===== config.mk =====
export PLATFORM = sky130hd
export DESIGN_NAME = en_wave
export DESIGN_NICKNAME = d
export VERILOG_FILES = /design/src/rtl/en_pkg.sv /design/src/rtl/en_wave_draw.sv /design/src/rtl/en_wave.sv
export SDC_FILE = /design/constraint.sdc
export NUM_CORES = 1
export LEC_CHECK = 0
export ABC_AREA = 1
export CORE_AREA = 8 8 133 135
export CTS_BUF_LIST = sky130_fd_sc_hd__clkbuf_4
export CTS_CLUSTER_SIZE = 12
export DETAILED_ROUTE_END_ITERATION = 6
export DIE_AREA = 0 0 141 143
export PLACE_DENSITY = 0.83
export SYNTH_ARGS = -nofsm -noshare
export SYNTH_HDL_FRONTEND = slang
export SYNTH_SLANG_ARGS = --single-unit

===== constraint.sdc =====
create_clock -name pclk -period 4.45 [get_ports pclk]
set_input_delay 0.6675 -clock pclk [delete_from_list [all_inputs] [get_ports pclk]]
set_output_delay 0.6675 -clock pclk [all_outputs]
set_load 0.02 [all_outputs]

===== src/rtl/en_pkg.sv =====
// Shared types and constants for the enemy-wave block: FSM encoding, sprite colours, missile box size.
package en_pkg;

    typedef enum logic [2:0] {
        IDLE,
        SPAWN,
        RUN,
        CLEAR,
        LANDED
    } en_state_t;

    localparam logic [11:0] EN_COLOR         = 12'hF_0_0;
    localparam logic [11:0] EN_MISSILE_COLOR = 12'hF_F_0;

    localparam int MSL_W = 2;
    localparam int MSL_H = 8;

endpackage


===== src/rtl/en_wave_draw.sv =====
// Overlays the enemy row and the enemy missile onto the pixel stream.
// Latency 2 pclk for every output (stage 1 box hits, stage 2 colour mux); no backpressure.
module en_wave_draw
    import en_pkg::*;
#(
    parameter int N       = 4,
    parameter int SPACING = 48,
    parameter int EN_W    = 32,
    parameter int EN_H    = 24
) (
    input  logic          pclk,
    input  logic          rst,
    input  logic [10:0]   vcount_in,
    input  logic [10:0]   hcount_in,
    input  logic          vsync_in,
    input  logic          vblnk_in,
    input  logic          hsync_in,
    input  logic          hblnk_in,
    input  logic [11:0]   rgb_in,
    input  logic [10:0]   base_x,
    input  logic [10:0]   base_y,
    input  logic [N-1:0]  alive,
    input  logic [10:0]   msl_x,
    input  logic [10:0]   msl_y,
    input  logic          msl_on,
    output logic [10:0]   vcount_out,
    output logic [10:0]   hcount_out,
    output logic          vsync_out,
    output logic          vblnk_out,
    output logic          hsync_out,
    output logic          hblnk_out,
    output logic [11:0]   rgb_out
);

    logic        en_pix;
    logic        msl_pix;
    logic [10:0] s1_vcount;
    logic [10:0] s1_hcount;
    logic        s1_vsync;
    logic        s1_vblnk;
    logic        s1_hsync;
    logic        s1_hblnk;
    logic [11:0] s1_rgb;
    logic        s1_en;
    logic        s1_msl;

    always_comb begin
        en_pix = 1'b0;
        for (int i = 0; i < N; i++) begin
            if (alive[i] &&
                hcount_in >= base_x + 11'(i * SPACING) &&
                hcount_in <  base_x + 11'(i * SPACING + EN_W) &&
                vcount_in >= base_y &&
                vcount_in <  base_y + 11'(EN_H))
                en_pix = 1'b1;
        end
        msl_pix = msl_on &&
                  hcount_in >= msl_x && hcount_in < msl_x + 11'(MSL_W) &&
                  vcount_in >= msl_y && vcount_in < msl_y + 11'(MSL_H);
    end

    always_ff @(posedge pclk or posedge rst) begin
        if (rst) begin
            s1_vcount  <= '0;
            s1_hcount  <= '0;
            s1_vsync   <= 1'b0;
            s1_vblnk   <= 1'b0;
            s1_hsync   <= 1'b0;
            s1_hblnk   <= 1'b0;
            s1_rgb     <= '0;
            s1_en      <= 1'b0;
            s1_msl     <= 1'b0;
            vcount_out <= '0;
            hcount_out <= '0;
            vsync_out  <= 1'b0;
            vblnk_out  <= 1'b0;
            hsync_out  <= 1'b0;
            hblnk_out  <= 1'b0;
            rgb_out    <= '0;
        end else begin
            s1_vcount  <= vcount_in;
            s1_hcount  <= hcount_in;
            s1_vsync   <= vsync_in;
            s1_vblnk   <= vblnk_in;
            s1_hsync   <= hsync_in;
            s1_hblnk   <= hblnk_in;
            s1_rgb     <= rgb_in;
            s1_en      <= en_pix;
            s1_msl     <= msl_pix;
            vcount_out <= s1_vcount;
            hcount_out <= s1_hcount;
            vsync_out  <= s1_vsync;
            vblnk_out  <= s1_vblnk;
            hsync_out  <= s1_hsync;
            hblnk_out  <= s1_hblnk;
            // enemies win over the missile where they overlap
            rgb_out    <= s1_en  ? EN_COLOR :
                          s1_msl ? EN_MISSILE_COLOR : s1_rgb;
        end
    end

endmodule


===== src/rtl/en_wave.sv =====
// Enemy formation: per-frame motion, player-missile collision, round-robin enemy missile (EN_WAVE_MISSILE_EN).
// Pixel path latency 2 pclk, collision 1 pclk, motion 1 pclk after the frame tick; no backpressure.
module en_wave
    import en_pkg::*;
#(
    parameter int N        = 4,
    parameter int X_START  = 64,
    parameter int Y_START  = 48,
    parameter int SPACING  = 48,
    parameter int EN_W     = 32,
    parameter int EN_H     = 24,
    parameter int X_MIN    = 16,
    parameter int X_MAX    = 784,
    parameter int DROP     = 16,
    parameter int Y_LIMIT  = 520,
    parameter int M_SPEED  = 4,
    parameter int SCREEN_H = 600
) (
    input  logic          pclk,
    input  logic          rst,
    input  logic [10:0]   vcount_in,
    input  logic [10:0]   hcount_in,
    input  logic          vsync_in,
    input  logic          vblnk_in,
    input  logic          hsync_in,
    input  logic          hblnk_in,
    input  logic [11:0]   rgb_in,
    input  logic [4:0]    level,
    input  logic          start,
    input  logic [10:0]   xpos_missile,
    input  logic [10:0]   ypos_missile,
    input  logic          on_missile,
    output logic [10:0]   vcount_out,
    output logic [10:0]   hcount_out,
    output logic          vsync_out,
    output logic          vblnk_out,
    output logic          hsync_out,
    output logic          hblnk_out,
    output logic [11:0]   rgb_out,
    output logic [N-1:0]  alive,
    output logic          kill,
    output logic [3:0]    hit_slot,
    output logic          wave_clear,
    output logic          wave_landed,
    output logic [10:0]   xpos_en_missile,
    output logic [10:0]   ypos_en_missile,
    output logic          on_en_missile
);

    localparam int SPAN = (N - 1) * SPACING + EN_W;

    en_state_t   state;
    logic [10:0] base_x;
    logic [10:0] base_y;
    logic        dir_left;
    logic        vblnk_d;
    logic        tick;
    logic [10:0] step;
    logic        bump_right;
    logic        bump_left;
    logic [N-1:0] hit_vec;
    logic [N-1:0] hit_onehot;
    logic [3:0]  hit_idx;
    logic        level_unused;

    assign level_unused = ^level[1:0];
    assign step         = 11'd1 + 11'(level[4:2]);
    // bounds are compared before stepping so the 11-bit position never wraps
    assign bump_right   = (base_x + 11'(SPAN) + step) > 11'(X_MAX);
    assign bump_left    = base_x < (11'(X_MIN) + step);

    always_comb begin
        hit_vec    = '0;
        hit_onehot = '0;
        hit_idx    = '0;
        for (int i = 0; i < N; i++) begin
            hit_vec[i] = alive[i] && on_missile &&
                         xpos_missile >= base_x + 11'(i * SPACING) &&
                         xpos_missile <  base_x + 11'(i * SPACING + EN_W) &&
                         ypos_missile >= base_y &&
                         ypos_missile <  base_y + 11'(EN_H);
        end
        for (int i = N - 1; i >= 0; i--) begin
            if (hit_vec[i]) begin
                hit_onehot    = '0;
                hit_onehot[i] = 1'b1;
                hit_idx       = 4'(i);
            end
        end
    end

    always_ff @(posedge pclk or posedge rst) begin
        if (rst) begin
            vblnk_d <= 1'b0;
            tick    <= 1'b0;
        end else begin
            vblnk_d <= vblnk_in;
            tick    <= vblnk_in & ~vblnk_d;
        end
    end

    always_ff @(posedge pclk or posedge rst) begin
        if (rst) begin
            state       <= IDLE;
            base_x      <= '0;
            base_y      <= '0;
            dir_left    <= 1'b0;
            alive       <= '0;
            kill        <= 1'b0;
            hit_slot    <= '0;
            wave_clear  <= 1'b0;
            wave_landed <= 1'b0;
        end else begin
            kill        <= 1'b0;
            wave_clear  <= (state == CLEAR);
            wave_landed <= (state == LANDED);
            if (start) begin
                state <= SPAWN;
            end else begin
                case (state)
                    SPAWN: begin
                        alive    <= '1;
                        base_x   <= 11'(X_START);
                        base_y   <= 11'(Y_START);
                        dir_left <= 1'b0;
                        state    <= RUN;
                    end
                    RUN: begin
                        if (alive == '0) begin
                            state <= CLEAR;
                        end else if (base_y >= 11'(Y_LIMIT)) begin
                            state <= LANDED;
                        end else begin
                            if (|hit_vec) begin
                                alive    <= alive & ~hit_onehot;
                                kill     <= 1'b1;
                                hit_slot <= hit_idx;
                            end
                            if (tick) begin
                                if (dir_left ? bump_left : bump_right) begin
                                    base_y   <= base_y + 11'(DROP);
                                    dir_left <= ~dir_left;
                                end else if (dir_left) begin
                                    base_x <= base_x - step;
                                end else begin
                                    base_x <= base_x + step;
                                end
                            end
                        end
                    end
                    default: ;
                endcase
            end
        end
    end

`ifdef EN_WAVE_MISSILE_EN
    logic [3:0]  rr_ptr;
    logic [10:0] msl_x;
    logic [10:0] msl_y;
    logic        msl_on;
    logic        fire_hi_found;
    logic [3:0]  fire_hi;
    logic [3:0]  fire_lo;
    logic [3:0]  fire_slot;

    // first alive slot at or above rr_ptr, else the lowest alive slot (wrap)
    always_comb begin
        fire_hi_found = 1'b0;
        fire_hi       = '0;
        fire_lo       = '0;
        for (int i = N - 1; i >= 0; i--) begin
            if (alive[i]) begin
                fire_lo = 4'(i);
                if (4'(i) >= rr_ptr) begin
                    fire_hi_found = 1'b1;
                    fire_hi       = 4'(i);
                end
            end
        end
        fire_slot = fire_hi_found ? fire_hi : fire_lo;
    end

    always_ff @(posedge pclk or posedge rst) begin
        if (rst) begin
            rr_ptr <= '0;
            msl_x  <= '0;
            msl_y  <= '0;
            msl_on <= 1'b0;
        end else if (state == SPAWN) begin
            msl_on <= 1'b0;
        end else if (state == RUN && tick) begin
            if (msl_on) begin
                msl_y <= msl_y + 11'(M_SPEED);
                if (msl_y + 11'(M_SPEED) >= 11'(SCREEN_H))
                    msl_on <= 1'b0;
            end else if (|alive) begin
                msl_x  <= base_x + 11'(int'(fire_slot) * SPACING + EN_W / 2);
                msl_y  <= base_y + 11'(EN_H);
                msl_on <= 1'b1;
                rr_ptr <= (fire_slot == 4'(N - 1)) ? 4'd0 : fire_slot + 4'd1;
            end
        end
    end

    assign xpos_en_missile = msl_x;
    assign ypos_en_missile = msl_y;
    assign on_en_missile   = msl_on;
`else
    assign xpos_en_missile = '0;
    assign ypos_en_missile = '0;
    assign on_en_missile   = 1'b0;
`endif

    en_wave_draw #(
        .N       (N),
        .SPACING (SPACING),
        .EN_W    (EN_W),
        .EN_H    (EN_H)
    ) u_draw (
        .pclk       (pclk),
        .rst        (rst),
        .vcount_in  (vcount_in),
        .hcount_in  (hcount_in),
        .vsync_in   (vsync_in),
        .vblnk_in   (vblnk_in),
        .hsync_in   (hsync_in),
        .hblnk_in   (hblnk_in),
        .rgb_in     (rgb_in),
        .base_x     (base_x),
        .base_y     (base_y),
        .alive      (alive),
        .msl_x      (xpos_en_missile),
        .msl_y      (ypos_en_missile),
        .msl_on     (on_en_missile),
        .vcount_out (vcount_out),
        .hcount_out (hcount_out),
        .vsync_out  (vsync_out),
        .vblnk_out  (vblnk_out),
        .hsync_out  (hsync_out),
        .hblnk_out  (hblnk_out),
        .rgb_out    (rgb_out)
    );

endmodule


==> flow_summary.toml, run 1 <==
[critical_path]
crit_family = "simple AND/OR/NAND/NOR gates"
worst-setup-path-type = "register to register"
required_ps = 4820
cp_common_cell = "nor2_1"
cp-start-kind = "register"
cpPeakStageDelay_ps = 790
crit_path_end_kind = "register"
crit_slowest_cell = "dfrtp_1"
critPathMaxFanout = 15
critical_path_arrival_ps = 3880
crit_chain = "nand3_1 -> nor2_1 -> xor2_1 -> ha_1 -> a21oi_1 -> o21ai_0 -> a21o_1 -> nor2_1 -> nand4_1 -> nor2_1 -> a21oi_2 -> nand4_1 -> nand3_1 -> nor2_1 -> nor2_1"
r2r_slack_ps = 940
crit_buf_inv = 0

[power]
vdd_drop_max_v = 0.0002201
p_per_area_nw_per_um2 = 398.0
p_leak_nw = 5.035
power_w = 0.003975

[floorplanning]
rows = 46
core_area_um2 = 15600
die-width_um = 141
io_pins = 141
die_h_um = 143
dieArea_um2 = 20160
start_util_pct = 55.13

[timing]
period_needed_ps = 3511
layout_setup_ws_ps = 938.6
setup_tns_ps = 0
drv_slew = 0
post-route-period-util_pct = 78.91
hold_viol_final = 0
skew_ps = 14.14
max_freq_mhz = 284.8
setup_viol = 0
relSlewSlack_pct = 32.08
rsz0062_at_grt = "false"
tightest_slew_ps = 1019

[synth]
syn_area_um2 = 8598
synth_cells = 1087
synth_edf_count = 0
synth_seq_cells = 109
async_flop_share_pct = 100.0
seq_area_frac_synth_pct = 31.72
syn_avg_cell_area_um2 = 7.910
ys.flop_type = "dfrtp_1"
yosysWarnings = 0
yosysUniqueCellTypes = 51

[clock_network]
clock-sinks = 109
tritoncts = "done"
post-cts-setup-buffers = 0
cts_resized = 0
cts_hold_buf = 0
clk_pin_slew_ps = 170
numCtsBuffers = 9
cts_max_level = 3
clock_latency_ps = 450
cts_max_path_buffers = 2
root_buffer = "clkbuf_4"

[finish]
final_common_cell = "nand2_1"
fillers = 1336
final_util_pct = 64.04
syn2layout_area_growth_pct = 16.17
finalNonFillerCells = 1423
layout-drive-gt1-share_pct = 4.481
finalNetCount = 1417
final_cell_mix = "nand2_1, ha_1, inv_1"

[place]
dpl.cell_count = 1405
port_buffers = 110
dp_slack_ps = 530.4
gp_congestion = 0.9596
dp_hpwl_um = 17340

[status]
violations = "DRC"
status = "complete, but fails checks"

[routing]
vias = 7610
wirelength_um = 21670
antenna_left = 0
drc = 3
drt-initial-drc-count = 753
viasPerCell = 5.348
wl_per_cell_um = 15.23
drt_first_pass_iters = 7

[global_route]
grt_use_total_pct = 21.25
gr-total-overflow = 0
grt_max_degree = 89
grt_pass1_wl_um = 34370
grt_pass1_vias = 7044
antenna_found_initial = 1

[job]
drv_cap = 0

[min_path]
min_path_type = "register to register"
cells in the mapped netlist, drive strengths merged, types with 2 or more instances:
master,count,area [um^2]
xnor2,6,52.55
o21a,3,22.52
o21bai,6,45.04
buf,34,255.2
nand3b,3,22.52
o31ai,2,15.01
nor3b,3,22.52
o22ai,2,12.51
clkbuf,3,11.26
nand2,266,1018
inv,135,506.7
o211ai,5,37.54
nand3,75,390.4
nor2,84,327.8
ha,146,1827
o2111ai,3,26.28
clkinv,2,7.510
or2,5,31.28
fa,2,40.04
dfrtp,109,2728
a211oi,3,22.52
xor2,30,270.3
a31oi,2,27.53
o221ai,2,17.52
a21oi,71,359.1
a21o,2,15.01
nand4,19,118.9
nor3,17,96.35
nor4,3,18.77
o21ai,33,168.9
and3,2,12.51
a21boi,3,22.52
final timing paths:
check / cells past startpoint / to / startpoint
worst min-delay path: 0 / u_draw.vcount_out[1] / u_draw.s1_vcount[1]
min in group asynchronous: 2 / u_draw.hcount_out[8] / rst
max in group asynchronous: 3 / u_draw.s1_vcount[5] / rst
worst min register to register: 0 / u_draw.vcount_out[1] / u_draw.s1_vcount[1]
worst max register to register: 15 / alive[3] / base_x[7]
worst max-delay path: 15 / alive[3] / base_x[7]
layer usage:
| layer | track usage, % | share of wire, % |
|---|---|---|
| met3 | 2.905 | 7.9 |
| met1 | 27.60 | 44 |
| met4 | 7.523 | 2.2 |
| met5 | 0 | 0 |
| met2 | 35.64 | 45 |
area by class of cell:
class                   instances  area, um^2  area share (%)
clock buffers                   9       67.56          0.6764
inverters                     137       516.7           5.173
well taps                     216       270.3           2.706
multi-input cells             828        5180           51.86
repair buffers                115        1139           11.40
clock inverters                 7       82.58          0.8268
diodes                          2       5.005         0.05011
flip-flops and latches        109        2728           27.31
power breakdown:
part	internal, W	switching (W)	total [W]
clock	0.000181	0.000324	0.000504
sequential	0.00111	0.000165	0.00128
combinational	0.000804	0.00139	0.00220
total	0.00209	0.00188	0.00397
cells by family (layout without fill, tap and decap cells):
| family | count (synthesis) | in the layout | synth area share [%] |
|---|---|---|---|
| AOI/OAI and AO/OA | 141 | 141 | 9.604 |
| xor gates and xnor gates | 36 | 36 | 3.754 |
| adders and majority gates | 148 | 148 | 21.71 |
| buffers and inverters | 174 | 268 | 9.080 |
| DFF | 109 | 109 | 31.72 |
| muxes | 1 | 1 | 0.1310 |
| other | 1 | 27 | 0.04361 |
| and+or+nand+nor | 477 | 477 | 23.95 |
worst register-to-register path, cell delays in order (launching register included):
cell and delay, ps:
dfrtp_1 790, nand3_1 240, nor2_1 150, xor2_1 350
ha_1 320, a21oi_1 130, o21ai_0 90, a21o_1 150
nor2_1 260, nand4_1 160, nor2_1 240, a21oi_2 110
nand4_1 90, nand3_1 150, nor2_1 130, nor2_1 50
through the flow:
step,hold slack [ps],instance area [um^2]
2_1_floorplan,331.2,8688
3_3_place_gp,331.2,9833
3_5_place_dp,334.7,9833
4_1_cts,368.0,9983
5_1_grt,372.4,9986
6_report,365.6,9988
flip-flops by register name, summed over array words and instances, names as in the netlist, 2 cells and up:
| register | count |
|---|---|
| alive | 4 |
| base_x | 11 |
| base_y | 7 |
| hit_slot | 2 |
| state | 3 |
| u_draw.hcount_out | 11 |
| u_draw.rgb_out | 12 |
| u_draw.s1_hcount | 11 |
| u_draw.s1_rgb | 12 |
| u_draw.s1_vcount | 11 |
| u_draw.vcount_out | 11 |
No activity file was read; power rests on OpenSTA's default activity.
==> inputs of run 2 (changes only) <==
==> constraint.sdc (replaced) <==
create_clock -name pclk -period 3.5 [get_ports pclk]
set_input_delay 0.525 -clock pclk [delete_from_list [all_inputs] [get_ports pclk]]
set_output_delay 0.525 -clock pclk [all_outputs]
set_load 0.02 [all_outputs]
==> run 2 against run 1 <==
- the run now ends clean
- critical path depth increased by 1
- core utilization grew 1.7 points
- sequential power rose by 26%
- first-iteration DRC count fell by 8.2%
- clock-buffer cell count is the same
- sequential cell count is the same
- hold slack improved by 1.3 ps
- non-clock buffer count increased by 33
- critical path type unchanged
- largest cell class unchanged
- highest routed layer unchanged
==> flow_summary.toml, run 2 (synthesis results as in run 1) <==
[status]
status = "finished clean"

[critical_path]
crit_path_end_kind = "register"
crit_chain = "ha_1 -> nand2_1 -> nand2_1 -> nand2_1 -> ha_1 -> nand2_1 -> o21ai_0 -> a21o_1 -> nor2_1 -> nand4_1 -> nor2_1 -> a21oi_2 -> nand4_1 -> nand3_1 -> nor2_1 -> nor2_1"
cp-start-kind = "register"
worst-setup-path-type = "register to register"
required_ps = 3880
r2r-start = "base_x[7]"
cpPeakStageDelay_ps = 640
critPathMaxFanout = 9
cp-startpoint = "base_x[7]"
critical_path_arrival_ps = 3720
crit_slowest_cell = "dfrtp_1"

[clock_network]
cts_hold_buf = 0
tritoncts = "done"
clock_latency_ps = 460
cts_max_path_buffers = 2
clock-sinks = 109
numCtsBuffers = 9
cts_max_level = 3
clk_pin_slew_ps = 170
root_buffer = "clkbuf_4"
post-cts-setup-buffers = 0

[global_route]
grt_use_total_pct = 22.24
gr-total-overflow = 0
grt_pass1_wl_um = 35960
grt_pass1_vias = 7350
antenna_found_initial = 1
grt_max_degree = 58

[routing]
drt-initial-drc-count = 691
dr_wl_met3_um = 1999
highest_layer = "met4"
wl_per_cell_um = 15.39
antenna_left = 0
viasPerCell = 5.344
drt_first_pass_iters = 7
drc = 0
routedLengthMet1_um = 9479
wirelength_um = 22400
wl_met2_um = 10080
vias = 7775

[timing]
tightest_slew_ps = 713.5
setup_tns_ps = 0
hold_viol_final = 0
period_needed_ps = 3337
drv_slew = 0
max_freq_mhz = 299.7
relSlewSlack_pct = 52.43
skew_ps = 16.78
rsz0062_at_grt = "false"
post-route-period-util_pct = 95.34
fin_hold_ws_ps = 366.9
setup_viol = 0

[finish]
area.sequential_um2 = 2730
layout-drive-gt1-share_pct = 7.351
fillers = 1295
largestRegisters = "u_draw.rgb_out: 12 flops, u_draw.s1_rgb: 12 flops"
multi_input_area_um2 = 5187
syn2layout_area_growth_pct = 19.25
final_cell_mix = "nand2_1, ha_1, inv_1"
final_common_cell = "nand2_1"
finalNonFillerCells = 1455
finalNetCount = 1450

[power]
p_sw_share_pct = 46.93
power_frac_comb_pct = 56.6
net-switching-power_w = 0.002440
power.internal_w = 0.002759
p_per_area_nw_per_um2 = 507.1
vdd_drop_max_v = 0.0002467
power_frac_seq_pct = 31.0
p_leak_nw = 5.194
clockPowerShare_pct = 12.4

[floorplanning]
core_area_um2 = 15600
die-width_um = 141
start_util_pct = 55.13
io_pins = 141
dieArea_um2 = 20160
die_h_um = 143
rows = 46

[min_path]
min_from = "u_draw.s1_hcount[7]"
min_path_type = "register to register"

[place]
port_buffers = 110
gp_congestion = 1.016
dp_hpwl_um = 18490
dpl.cell_count = 1438

[job]
drv_cap = 0
-- run 2: final timing paths --
path | end | slack [ps] | cells after the start
setup reg to reg | alive[3] | 160 | 16
setup / recovery | alive[3] | 160 | 16
max in group asynchronous | u_draw.s1_hblnk | 2250 | 3
min in group asynchronous | state[0] | 550 | 2
hold reg to reg | u_draw.hcount_out[7] | 370 | 0
hold / removal | u_draw.hcount_out[7] | 370 | 0
-- run 2: routing by layer --
layer | global-route usage (%) | up-vias
li1 | - | 3831
met1 | 28.65 | 3520
met2 | 36.10 | 356
met3 | 3.840 | 68
met4 | 9.842 | 0
met5 | 0 | -
-- run 2: final cells by class --
cell class / instances / area share, %
diodes: 1 / 0.02441
flip-flops and latches: 109 / 26.63
inverters: 137 / 5.040
repair buffers: 148 / 13.64
clock buffers: 9 / 0.6589
clock inverters: 7 / 0.7810
well taps: 216 / 2.636
multi-input cells: 828 / 50.59
-- run 2: power by group through the flow --
stage	Clock [W]	Combinational [W]	Sequential, W
finish	0.000647	0.00294	0.00161
global route	0.000726	0.00328	0.00163
CTS	0.000672	0.00290	0.00161
detailed placement	0	0.00288	0.00163
global placement	0	0.00277	0.00162
floorplan	0	0.00189	0.00165
-- run 2: per-stage QoR --
| step | setup WS [ps] | util (%) | cell area (um^2) | power, W |
|---|---|---|---|---|
| after floorplan | 101.1 | - | 8688 | 0.003539 |
| after CTS | 69.05 | 65.66 | 10240 | 0.005173 |
| after global placement | 27.56 | 64.71 | 10090 | 0.004398 |
| after detailed placement | -59.24 | 64.71 | 10090 | 0.004514 |
| final | 163.0 | 65.74 | 10250 | 0.005199 |
| after global routing | 13.26 | 65.74 | 10250 | 0.005642 |
-- run 2: timing repair --
action / CTS / global route
resized for setup: 0 / 4
endpoints found under the hold margin: 0 / 0
endpoints found under the setup margin: 0 / 6
-- run 2: critical path, delay by kind of cell, from the launching register on --
kind | cells | cell delay (ps)
and+or+nand+nor | 11 | 1540
adders and majority gates | 2 | 670
DFF | 1 | 640
AOI/OAI and AO/OA | 3 | 390
==> inputs of run 3 (changes only) <==
--- a/config.mk
+++ b/config.mk
@@ -6,12 +6,13 @@
 export NUM_CORES = 1
 export LEC_CHECK = 0
 export ABC_AREA = 1
-export CORE_AREA = 8 8 133 135
+export CORE_AREA = 8 8 148 150
 export CTS_BUF_LIST = sky130_fd_sc_hd__clkbuf_4
 export CTS_CLUSTER_SIZE = 12
 export DETAILED_ROUTE_END_ITERATION = 6
-export DIE_AREA = 0 0 141 143
-export PLACE_DENSITY = 0.83
+export DIE_AREA = 0 0 156 158
+export PLACE_DENSITY = 0.81
 export SYNTH_ARGS = -nofsm -noshare
 export SYNTH_HDL_FRONTEND = slang
+export SYNTH_HIERARCHICAL = 1
 export SYNTH_SLANG_ARGS = --single-unit
==> run 3 against run 2 <==
- clock-buffer cell count unchanged
- global-route usage down 0.78 points
- critical path depth up 1
- cell area up 23%
- maximum frequency up 5.9%
- synthesized area up 26%
- sequential share of layout area down 4.6 points
- cell count up 31%
- register-to-register slack better by 180 ps
==> flow_summary.toml, run 3 <==
[routing]
drt-initial-drc-count = 549
wl_per_cell_um = 13.84
antenna_left = 0
wirelength_um = 26340
viasPerCell = 5.159
drc = 0
vias = 9817
drt_first_pass_iters = 5

[timing]
layout_setup_ws_ps = 348.0
hold_viol_final = 0
tightest_slew_ps = 1090
rsz0062_at_grt = "false"
drv_slew = 0
post-route-period-util_pct = 90.06
period_needed_ps = 3152
fin_hold_ws_ps = 369.3
setup_viol = 0
relSlewSlack_pct = 27.24
skew_ps = 32.41
setup_tns_ps = 0
max_freq_mhz = 317.3

[global_route]
gr-total-overflow = 0
grt_pass1_vias = 9557
grt_pass1_wl_um = 43700
antenna_found_initial = 0
grt_max_degree = 71
grt_use_total_pct = 21.47

[clock_network]
root_buffer = "clkbuf_4"
cts_max_path_buffers = 2
clock-sinks = 111
post-cts-setup-buffers = 0
numCtsBuffers = 9
cts_max_level = 3
clock_latency_ps = 480
tritoncts = "done"
clk_pin_slew_ps = 200

[finish]
finalNetCount = 1916
largestRegisters = "u_draw/rgb_out: 12 flops, u_draw/s1_rgb: 12 flops"
multi_input_area_um2 = 7381
fillers = 1744
layout-drive-gt1-share_pct = 4.715
final_cell_mix = "nand2_1, ha_1, inv_1"
final_common_cell = "nand2_1"
final_util_pct = 63.95
n_antenna_cell = 0
syn2layout_area_growth_pct = 16.07
area.sequential_um2 = 2779

[synth]
synth_common_cells = "nand2_1, ha_1, inv_1"
synthTopCellsByArea = "dfrtp_1, ha_1, nand2_1"
async_flop_share_pct = 100.0
synth_edf_count = 0
yosysMostFrequentCell = "nand2_1"
synth_area_leader_cell = "dfrtp_1"
syn_area_um2 = 10860
seq_area_frac_synth_pct = 25.57
ys.flop_type = "dfrtp_1"
synth_top_area_share_pct = 25.57
yosysWarnings = 6
syn_avg_cell_area_um2 = 7.491
synth_seq_cells = 111
yosysUniqueCellTypes = 45
synth_cells = 1450

[job]
drv_cap = 0

[floorplanning]
die-width_um = 156
die_h_um = 158
core_area_um2 = 19710
start_util_pct = 55.10
io_pins = 141
rows = 52
dieArea_um2 = 24650

[power]
p_per_area_nw_per_um2 = 473.8
p_leak_nw = 6.444
vdd_drop_max_v = 0.0002561
power_w = 0.005973

[critical_path]
cpPeakStageDelay_ps = 520
crit_family = "simple AND/OR/NAND/NOR gates"
crit_path_end_kind = "register"
crit_slowest_cell = "dfrtp_1"
cp-start-kind = "register"
required_ps = 3870
cp_common_cell = "nand2_1"
crit_chain = "ha_1 -> nand3_1 -> nor3_1 -> xor2_1 -> ha_1 -> nand2_1 -> inv_1 -> a21oi_1 -> nand2_1 -> nor2_2 -> nand4_1 -> nor2_1 -> nor2_1 -> nand2_1 -> nand2_1 -> nand2_1 -> o21ai_0"
critical_path_arrival_ps = 3520
critPathMaxFanout = 6
worst-setup-path-type = "register to register"
crit_buf_inv = 1

[min_path]
min_path_type = "register to register"

[place]
port_buffers = 110
gp_congestion = 0.9222
dp_hpwl_um = 21400
dp_slack_ps = 40.59

[status]
status = "finished clean"
## run 3: worst register-to-register path: stages, from the launching register on
cell and delay [ps]:
dfrtp_1 520, ha_1 230, nand3_1 120, nor3_1 200, xor2_1 210, ha_1 270
nand2_1 120, inv_1 50, a21oi_1 150, nand2_1 80, nor2_2 230, nand4_1 180
nor2_1 240, nor2_1 120, nand2_1 110, nand2_1 90, nand2_1 60, o21ai_0 70
## run 3: power by group
group          internal (W)  switching, W
Sequential          0.00142      0.000195
Clock              0.000241      0.000459
Combinational       0.00138       0.00227
## run 3: final cells by class
cell class | count | area share, %
flip-flops and latches | 111 | 22.04
clock buffers | 9 | 0.5359
inverters | 195 | 5.816
repair buffers | 125 | 9.627
well taps | 270 | 2.680
clock inverters | 7 | 0.7543
multi-input cells | 1186 | 58.55
## run 3: per-stage QoR
step	area, um^2	instances
finish	12610	1903
global route	12610	1903
CTS	12600	1903
detailed placement	12440	1887
global placement	12440	1887
floorplan	11160	1530
## run 3: metal layers
metal	wire, um	track usage, %
met4	750	8.226
met3	1230	2.402
met1	11660	26.50
met2	12700	37.77
met5	0	0
## run 3: cell families (layout without fill, tap and decap cells)
family,after synthesis,after routing,share of synthesized area [%]
buffers and inverters,233,336,9.262
DFF,111,111,25.57
adders and majority gates,219,219,25.37
other,1,81,0.03453
and+or+nand+nor,678,678,26.86
AOI/OAI and AO/OA,134,134,6.889
xor gates and xnor gates,71,71,5.725
muxes,3,3,0.2880
## run 3: repair_timing
action,CTS,global route
resized for setup,0,3
setup endpoints to repair,0,4
hold buffers,0,0
## run 3: final timing paths
path | from | end | slack (ps) | cells after the start
min | u_draw/s1_vcount[5] | u_draw/vcount_out[5] | 370 | 0
max reg2reg | base_y[4] | hit_slot[0] | 350 | 17
max | base_y[4] | hit_slot[0] | 350 | 17
min in group asynchronous | rst | base_y[6] | 470 | 3
min reg2reg | u_draw/s1_vcount[5] | u_draw/vcount_out[5] | 370 | 0
max in group asynchronous | rst | u_draw/s1_vcount[9] | 2150 | 3
